### src/rtl/vram_write_arbiter.sv
// vram_write_arbiter: owns the VRAM write port and shares it between buffered
// CPU snoop writes, the loader req/ack handshake and a full-RAM clear sweep.
// One write per cycle at most; every RAM-side output is registered.
module vram_write_arbiter #(
  parameter int unsigned DATA_WIDTH      = 8,
  parameter int unsigned ADDR_WIDTH      = 8,
  parameter int unsigned FIFO_DEPTH_LOG2 = 2,
  parameter int unsigned STARVE_LIMIT    = 4
) (
  input  logic                       clk,
  input  logic                       rst_n,
  input  logic                       cpu_wr_valid,
  input  logic [ADDR_WIDTH-1:0]      cpu_addr,
  input  logic [DATA_WIDTH-1:0]      cpu_data,
  input  logic                       ld_req,
  input  logic [ADDR_WIDTH-1:0]      ld_addr,
  input  logic [DATA_WIDTH-1:0]      ld_data,
  output logic                       ld_ack,
  input  logic                       clear_start,
  input  logic [DATA_WIDTH-1:0]      clear_value,
  output logic                       clear_busy,
  output logic                       cpu_overflow,
  output logic [FIFO_DEPTH_LOG2:0]   fifo_level,
  output logic [DATA_WIDTH-1:0]      ram_data,
  output logic [ADDR_WIDTH-1:0]      ram_addr,
  output logic                       ram_we
);

  localparam int unsigned FIFO_DEPTH = 1 << FIFO_DEPTH_LOG2;
  localparam int unsigned PTR_W      = FIFO_DEPTH_LOG2;
  localparam int unsigned LVL_W      = FIFO_DEPTH_LOG2 + 1;
  localparam int unsigned STREAK_W   = $clog2(STARVE_LIMIT + 1);

  typedef struct packed {
    logic [ADDR_WIDTH-1:0] addr;
    logic [DATA_WIDTH-1:0] data;
  } entry_t;

  typedef enum logic [0:0] {
    ST_IDLE  = 1'b0,
    ST_CLEAR = 1'b1
  } state_t;

  state_t                r_state;
  state_t                w_state_nxt;

  entry_t                r_fifo_mem [FIFO_DEPTH];
  logic [PTR_W-1:0]      r_wr_ptr;
  logic [PTR_W-1:0]      r_rd_ptr;
  logic [LVL_W-1:0]      r_level;
  logic                  r_cpu_overflow;

  logic [ADDR_WIDTH-1:0] r_sweep_addr;
  logic [STREAK_W-1:0]   r_streak;

  logic                  r_ram_we;
  logic [ADDR_WIDTH-1:0] r_ram_addr;
  logic [DATA_WIDTH-1:0] r_ram_data;
  logic                  r_ld_ack;
  logic                  r_clear_busy;

  logic                  w_fifo_empty;
  logic                  w_fifo_full;
  logic                  w_ld_elig;
  logic                  w_streak_max;
  logic                  w_sweep_last;
  logic                  w_is_idle;
  logic                  w_gnt_cpu;
  logic                  w_gnt_ld;
  logic                  w_gnt_clr;
  logic                  w_push;
  logic                  w_pop;
  entry_t                w_head;

  assign w_fifo_empty = (r_level == '0);
  assign w_fifo_full  = (r_level == LVL_W'(FIFO_DEPTH));
  // The ack cycle never re-grants the loader, so one request cannot write twice.
  assign w_ld_elig    = ld_req & ~r_ld_ack;
  assign w_streak_max = (r_streak == STREAK_W'(STARVE_LIMIT));
  assign w_sweep_last = (r_sweep_addr == {ADDR_WIDTH{1'b1}});
  assign w_is_idle    = (r_state == ST_IDLE);
  assign w_head       = r_fifo_mem[r_rd_ptr];
  assign w_pop        = w_gnt_cpu;
  // A full FIFO still accepts a write when the same cycle pops an entry.
  assign w_push       = cpu_wr_valid & (~w_fifo_full | w_pop);

  // State register.
  always_ff @(posedge clk) begin
    if (!rst_n) begin
      r_state <= ST_IDLE;
    end else begin
      r_state <= w_state_nxt;
    end
  end

  // Next state: clear_start launches a sweep, the all-ones sweep grant ends it.
  always_comb begin
    w_state_nxt = r_state;
    case (r_state)
      ST_IDLE:  if (clear_start)                 w_state_nxt = ST_CLEAR;
      ST_CLEAR: if (w_gnt_clr && w_sweep_last)   w_state_nxt = ST_IDLE;
    endcase
  end

  // Grant decode: CPU first, loader when starved or FIFO empty (IDLE only), then sweep.
  always_comb begin
    w_gnt_cpu = 1'b0;
    w_gnt_ld  = 1'b0;
    w_gnt_clr = 1'b0;
    if (!w_fifo_empty) begin
      if (w_ld_elig && w_is_idle && w_streak_max) w_gnt_ld  = 1'b1;
      else                                        w_gnt_cpu = 1'b1;
    end else if (w_ld_elig && w_is_idle) begin
      w_gnt_ld = 1'b1;
    end else if (r_state == ST_CLEAR) begin
      w_gnt_clr = 1'b1;
    end
  end

  // CPU FIFO storage; contents need no reset since occupancy gates every read.
  always_ff @(posedge clk) begin
    if (w_push) r_fifo_mem[r_wr_ptr] <= {cpu_addr, cpu_data};
  end

  // CPU FIFO pointers, occupancy and the sticky drop flag.
  always_ff @(posedge clk) begin
    if (!rst_n) begin
      r_wr_ptr       <= '0;
      r_rd_ptr       <= '0;
      r_level        <= '0;
      r_cpu_overflow <= 1'b0;
    end else begin
      if (w_push) r_wr_ptr <= r_wr_ptr + PTR_W'(1);
      if (w_pop)  r_rd_ptr <= r_rd_ptr + PTR_W'(1);
      if (w_push && !w_pop)      r_level <= r_level + LVL_W'(1);
      else if (!w_push && w_pop) r_level <= r_level - LVL_W'(1);
      if (cpu_wr_valid && !w_push) r_cpu_overflow <= 1'b1;
    end
  end

  // Sweep address and loader starvation streak.
  always_ff @(posedge clk) begin
    if (!rst_n) begin
      r_sweep_addr <= '0;
      r_streak     <= '0;
    end else begin
      if (w_is_idle && clear_start) r_sweep_addr <= '0;
      else if (w_gnt_clr)           r_sweep_addr <= r_sweep_addr + ADDR_WIDTH'(1);

      if (!ld_req || w_gnt_ld) begin
        r_streak <= '0;
      end else if (w_gnt_cpu && w_ld_elig && w_is_idle && !w_streak_max) begin
        r_streak <= r_streak + STREAK_W'(1);
      end
    end
  end

  // Registered RAM port, loader ack and busy flag; addr/data hold when idle.
  always_ff @(posedge clk) begin
    if (!rst_n) begin
      r_ram_we     <= 1'b0;
      r_ram_addr   <= '0;
      r_ram_data   <= '0;
      r_ld_ack     <= 1'b0;
      r_clear_busy <= 1'b0;
    end else begin
      r_ram_we     <= w_gnt_cpu | w_gnt_ld | w_gnt_clr;
      r_ld_ack     <= w_gnt_ld;
      r_clear_busy <= (w_state_nxt == ST_CLEAR);
      if (w_gnt_cpu) begin
        r_ram_addr <= w_head.addr;
        r_ram_data <= w_head.data;
      end else if (w_gnt_ld) begin
        r_ram_addr <= ld_addr;
        r_ram_data <= ld_data;
      end else if (w_gnt_clr) begin
        r_ram_addr <= r_sweep_addr;
        r_ram_data <= clear_value;
      end
    end
  end

  assign ram_we       = r_ram_we;
  assign ram_addr     = r_ram_addr;
  assign ram_data     = r_ram_data;
  assign ld_ack       = r_ld_ack;
  assign clear_busy   = r_clear_busy;
  assign cpu_overflow = r_cpu_overflow;
  assign fifo_level   = r_level;

endmodule

### config.mk
export PLATFORM = sky130hd
export DESIGN_NAME = vram_write_arbiter
export DESIGN_NICKNAME = d
export VERILOG_FILES = /design/src/rtl/vram_write_arbiter.sv
export SDC_FILE = /design/constraint.sdc
export NUM_CORES = 1
export LEC_CHECK = 0
export BUFFER_PORTS_ARGS = -buffer_cell sky130_fd_sc_hd__buf_2
export CAP_MARGIN = 20
export CORE_MARGIN = 4
export CORE_UTILIZATION = 44
export CTS_CLUSTER_DIAMETER = 60
export DETAILED_ROUTE_END_ITERATION = 12
export GPL_TIMING_DRIVEN = 0
export SYNTH_ARGS = -nofsm -noshare
export SYNTH_HDL_FRONTEND = slang
export SYNTH_SLANG_ARGS = --single-unit
### constraint.sdc
create_clock -name clk -period 4.89 [get_ports clk]
set_input_delay 0.978 -clock clk [delete_from_list [all_inputs] [get_ports clk]]
set_output_delay 0.978 -clock clk [all_outputs]
set_load 0.02 [all_outputs]
-- After elaboration in Yosys (flattened, before gate mapping)
Memories as Yosys holds them, arrays and structs flattened. A register that Yosys moved wholly into a read port is not among the register bits.
Cells that the tools add are included.
- flip-flop bits (word level): 38
- memory bits (writable): 64
- memories: 1
- $add $sub $neg: 6
- equality and inequality tests: 3
- multiplexer cells: 23
- bitwise gates (word level): 9
- reductions and logical operators: 20
- memories (memory ; words ; bits a word ; read ports ; clocked after Yosys merged registers in ; write ports ; line ; source):
    r_fifo_mem ; 4 ; 16 ; 1 ; 1 ; 1 ; 47 ; entry_t r_fifo_mem [FIFO_DEPTH];
- operator list (operator ; count):
    $mux 8 ; 6
    $mux 1 ; 12
    $logic_and 1x1->1 ; 10
    $add 8x1->8 const B ; 1
    $eq 8x8->1 const B ; 1
    $add 3x1->3 const B ; 2
    $eq 3x3->1 const B ; 2
    $mux 3 ; 2
    $add 2x1->2 const B ; 2
    $logic_not 1->1 ; 4
    $mux 2 ; 2
    $not 1->1 ; 4
    $reduce_or 2->1 ; 2
    $logic_not 3->1 ; 1
    $or 1x1->1 ; 3
    $reduce_bool 3->1 ; 1
    $sub 3x1->3 const B ; 1
    $and 1x1->1 ; 2
    $pmux 1 s2 ; 1
    $reduce_bool 2->1 ; 1
    $logic_or 1x1->1 ; 1

-- Longest topological paths before layout
- word-level depth: 12
- depth in mapped cells: 11
- gate-level depth less buffers: 10

-- Worst setup path after synthesis
OpenSTA, ideal clock, no wires.
- kind: input-to-reg
- from: in ld_req
- to: reg r_level[2], in the netlist fifo_level[2]
- library setup time: 76 ps
- arrival: 3022 ps
- setup slack: 1792 ps
- stages on the path: 10
- cells stage by stage: or3b_1 buf_6 o21ai_4 buf_6 ha_1 inv_1 fa_1 xor2_1 or3_1 a21boi_0
- cells in the longest elaborated chain, start to end: 10
- elaborated cells on any way between the ends: 13
- classes of those cells: 3 x mux; 3 x bitwise; 7 x reduce/logical
- ends and longest elaborated chain (element ; line ; source):
    start, declared ; 15 ; input logic ld_req,
    $and 1x1->1 * ; 78 ; assign w_ld_elig = ld_req & ~r_ld_ack;
    $logic_and 1x1->1 * (2 in series) ; 111 ; if (w_ld_elig && w_is_idle && w_streak_max) w_gnt_ld = 1'b1;
    $mux 1 * ; 111 ;
    $mux 1 * ; 110 ; if (!w_fifo_empty) begin
    $or 1x1->1 ; 85 ; assign w_push = cpu_wr_valid & (~w_fifo_full | w_pop);
    $and 1x1->1 ; 85 ;
    $logic_not 1->1 ; 136 ; else if (!w_push && w_pop) r_level <= r_level - LVL_W'(1);
    $logic_and 1x1->1 ; 136 ;
    $reduce_bool 2->1 (no source line) ; -- ;
    end signal, assigned ; 135 ; if (w_push && !w_pop) r_level <= r_level + LVL_W'(1);
    end signal, assigned ; 136 ;
    end, declared ; 50 ; logic [LVL_W-1:0] r_level;
Every way passes the cells marked *; elsewhere a longest branch is shown, timed or not.
A chain may end at the register's enable or synchronous reset.

-- Worst setup path in the final report
Same ends and word-level chain as after synthesis.

==> impl_metrics.yaml <==
place:
  finalWeightedCongestion: 0.763
  detailed_place_hpwl_mm: 6.15
  placedCellCount: 516
  place.port_buffers: 66
floorplan:
  initial_core_util_pct: 45.4
  rows: 36
  die_h_microns: 109
  die_width_microns: 109
  full_die_area_sq_um: 11800
  io_pins: 68
  core-area_sq_um: 9820
run_status:
  run_status: "finished clean"
critical_path:
  cp.required_ns: 5.19
  critical_path.reg2reg.endpoint: "fifo_level[2]"
  r2r-start: "clear_busy"
  crit_arrival_ns: 3.30
  ff2ff_setup_slack_ns: 2.11
  timing_worst_setup_path_type: "input port to flip-flop"
  endpoint_kind: "flip-flop"
  ff2ff_path_depth: 11
  critical_path_peak_fanout: 10
  cp-start-kind: "input port"
logic_synthesis:
  yosysWarningCount: 0
  synthesis.instances: 317
  synthesis.nets: 371
  synth_area_leaders: "sky130_fd_sc_hd__edfxtp_1 43%, sky130_fd_sc_hd__dfxtp_1 18%, sky130_fd_sc_hd__mux4_2 8.1%"
  synth-seq-cells: 104
  post_synth_instance_area_sq_um: 4460
  main_synth_ff_type: "sky130_fd_sc_hd__edfxtp_1"
  postSynthAreaPerCell_sq_um: 14.1
  async_reset_ff_share_pct: 0
  netlist-cell-type-count: 50
  yosysTopAreaCell: "sky130_fd_sc_hd__edfxtp_1"
  synth_enable_flop_cells: 64
  synth_top_area_share_pct: 43.1
  ys_seq_area_share_pct: 61.1
sta:
  worst-slew-pin-transition_ns: 0.650
  finalHoldViolations: 0
  final_clock_period_utilization_by_the_worst_path_pct: 61.3
  fmax_mhz: 333
  rsz0062_at_grt: "no"
  slew-limit-headroom_pct: 56.7
  min_period_ns: 3.00
  finalSetupTns_ns: 0
  setup_viol: 0
  final-max-slew-violation-count: 0
  finClkSkew_ns: 0.0132
hold_path:
  hold-path-cell-count: 1
  holdCritPathClass: "flip-flop to flip-flop"
  min_delay_worst_endpoint: "ram_data[2]"
  min-delay-start: "ram_data[2]"
clock_network:
  cts_hold_buf: 0
  number_of_buffers_inserted_by_post_cts_setup_repair: 0
  clock_tree_from_tritoncts: "built"
  clk_pin_slew_worst_paths_ns: 0.10
  cts-buffers-inserted: 9
  clock_tree.buffer_depth: 2
  post_cts_resize_count: 0
  cts_root_buf: "sky130_fd_sc_hd__clkbuf_8"
  clock-sinks: 104
  clock_insertion_delay_worst_skew_ns: 0.37
  ctsHtreeMaxLevel: 3
drt:
  drt_first_pass_iters: 4
  drc: 0
  drt-total-wl_mm: 8.62
  ant_nets: 0
  drtIter0Drc: 92
  routed_wire_length_per_instance_microns: 16.2
  viasPerCell: 5.01
  via_count_of_the_routed_design: 2665
final_layout:
  antenna_cells: 0
  multi_input_comb_area_sq_um: 1520
  layout_common_cells: "69 x sky130_fd_sc_hd__buf_2, 64 x sky130_fd_sc_hd__edfxtp_1, 40 x sky130_fd_sc_hd__dfxtp_1, 24 x sky130_fd_sc_hd__nor2_1, 23 x sky130_fd_sc_hd__nand2_1"
  seq_area_sq_um: 2720
  drive_above_1_share_pct: 32.1
  final.fill_count: 910
  final_net_count: 448
  area_delta_synth_final_pct: 15.6
  most_frequent_standard_cell_in_the_layout_excluding_fill_and_tap_cells: "sky130_fd_sc_hd__buf_2"
  fin_cells: 532
global_routing:
  first_global_vias: 2716
  track_usage_pct: 15.7
  grt_max_degree: 22
  grt_antenna_before_repair: 0
  overflow_left_after_global_routing: 0
  grt_pass1_wl_mm: 13.9
pwr:
  irDropWorstVdd_uv: 168
  clock_power_share_pct: 21.1
  static_leakage_uw: 0.00199
  p_seq_share_pct: 44.6
  power.share.switching_pct: 35.4
  power_frac_comb_pct: 34.2
  p_int_uw: 1640
  p_switching_uw: 897
  power-per-cell-area_nw_per_um2: 492
run:
  timing.max_cap.violations: 0
flip-flops by register name, summed over array words and instances, names as in the netlist, named ones only:
| name | flops |
|---|---|
| r_rd_ptr | 2 |
| ram_we | 1 |
| ram_addr | 8 |
| cpu_overflow | 1 |
| r_sweep_addr | 8 |
| fifo_level | 3 |
| ram_data | 8 |
| ld_ack | 1 |
| r_wr_ptr | 2 |
| clear_busy | 1 |
| r_fifo_mem | 64 |
| r_streak | 3 |
layout make-up:
class / count / area share [%]
flip-flops and latches: 104 / 52.8
multi-input cells: 175 / 29.5
repair buffers: 66 / 6.41
well taps: 133 / 3.23
plain buffers: 16 / 2.50
clock buffers: 9 / 2.40
inverters: 22 / 1.60
clock inverters: 7 / 1.48
power by group through the flow:
stage	Sequential [uW]	Clock (uW)	Combinational (uW)
floorplan	1230	0	549
global placement	1150	0	870
detailed placement	1150	0	877
CTS	1130	550	881
global route	1150	582	947
finish	1130	536	869
logic make-up after synthesis:
logic type | after synthesis | share of synthesized area, %
AND/OR/NAND/NOR | 87 | 10.4
XOR/XNOR | 11 | 2.33
buffers and inverters | 38 | 4.74
adder cells (fa/ha/maj) | 9 | 2.70
flip-flops | 104 | 61.1
multiplexers | 18 | 8.53
AO/OA/AOI/OAI | 50 | 10.2
metal layers:
layer	share of wire (%)	wire (microns)	GRT usage, %
met4	1.1	95	5.41
met2	47	4080	24.8
met3	4.5	391	3.08
met5	0	0	0
met1	47	4050	21.6
through the flow:
step                      setup WS [ns]  hold slack [ns]  cell area [sq um]  power (uW)  utilization [%]
after detailed placement           1.51            0.451               4950        2030             50.4
after floorplan                    1.79            0.448               4460        1780                -
final                              1.89            0.472               5150        2540             52.5
after global routing               1.76            0.489               5150        2680             52.5
after global placement             1.55            0.443               4950        2020             50.4
after CTS                          1.89            0.475               5150        2560             52.5
worst max-delay path, stage by stage:
cell                       delay (ns)
sky130_fd_sc_hd__buf_2           0.10
sky130_fd_sc_hd__or3b_1          0.36
sky130_fd_sc_hd__buf_6           0.16
sky130_fd_sc_hd__o21ai_4         0.28
sky130_fd_sc_hd__buf_6           0.19
sky130_fd_sc_hd__ha_1            0.18
sky130_fd_sc_hd__inv_1           0.06
sky130_fd_sc_hd__fa_1            0.37
sky130_fd_sc_hd__xor2_1          0.16
sky130_fd_sc_hd__or3_1           0.29
sky130_fd_sc_hd__a21boi_0        0.16
cells in the mapped netlist (2+ instances only):
cell type / instances
sky130_fd_sc_hd__a21oi_1: 4
sky130_fd_sc_hd__a22o_1: 15
sky130_fd_sc_hd__a31oi_1: 2
sky130_fd_sc_hd__and2_1: 9
sky130_fd_sc_hd__and2_2: 5
sky130_fd_sc_hd__buf_2: 3
sky130_fd_sc_hd__buf_6: 6
sky130_fd_sc_hd__clkbuf_1: 4
sky130_fd_sc_hd__dfxtp_1: 40
sky130_fd_sc_hd__edfxtp_1: 64
sky130_fd_sc_hd__ha_1: 8
sky130_fd_sc_hd__inv_1: 22
sky130_fd_sc_hd__mux2i_1: 2
sky130_fd_sc_hd__mux4_2: 16
sky130_fd_sc_hd__nand2_1: 23
sky130_fd_sc_hd__nand3_1: 4
sky130_fd_sc_hd__nand4_1: 5
sky130_fd_sc_hd__nor2_1: 24
sky130_fd_sc_hd__nor2b_1: 2
sky130_fd_sc_hd__nor3b_1: 2
sky130_fd_sc_hd__o21ai_0: 5
sky130_fd_sc_hd__o2bb2ai_1: 9
sky130_fd_sc_hd__o2bb2ai_2: 6
sky130_fd_sc_hd__or3_1: 3
sky130_fd_sc_hd__xnor2_1: 4
sky130_fd_sc_hd__xor2_1: 6
worst max-delay path by stage:
stage,from,end,slack (ns),cells after the start
2_1_floorplan,ld_req,fifo_level[2],1.79,10
3_3_place_gp,ld_req,fifo_level[2],1.55,11
3_5_place_dp,ld_req,fifo_level[2],1.51,11
4_1_cts,ld_req,fifo_level[2],1.89,11
5_1_grt,ld_req,fifo_level[2],1.76,11
6_report,ld_req,fifo_level[2],1.89,11
Note: power is estimated with default switching activity, not from simulation.
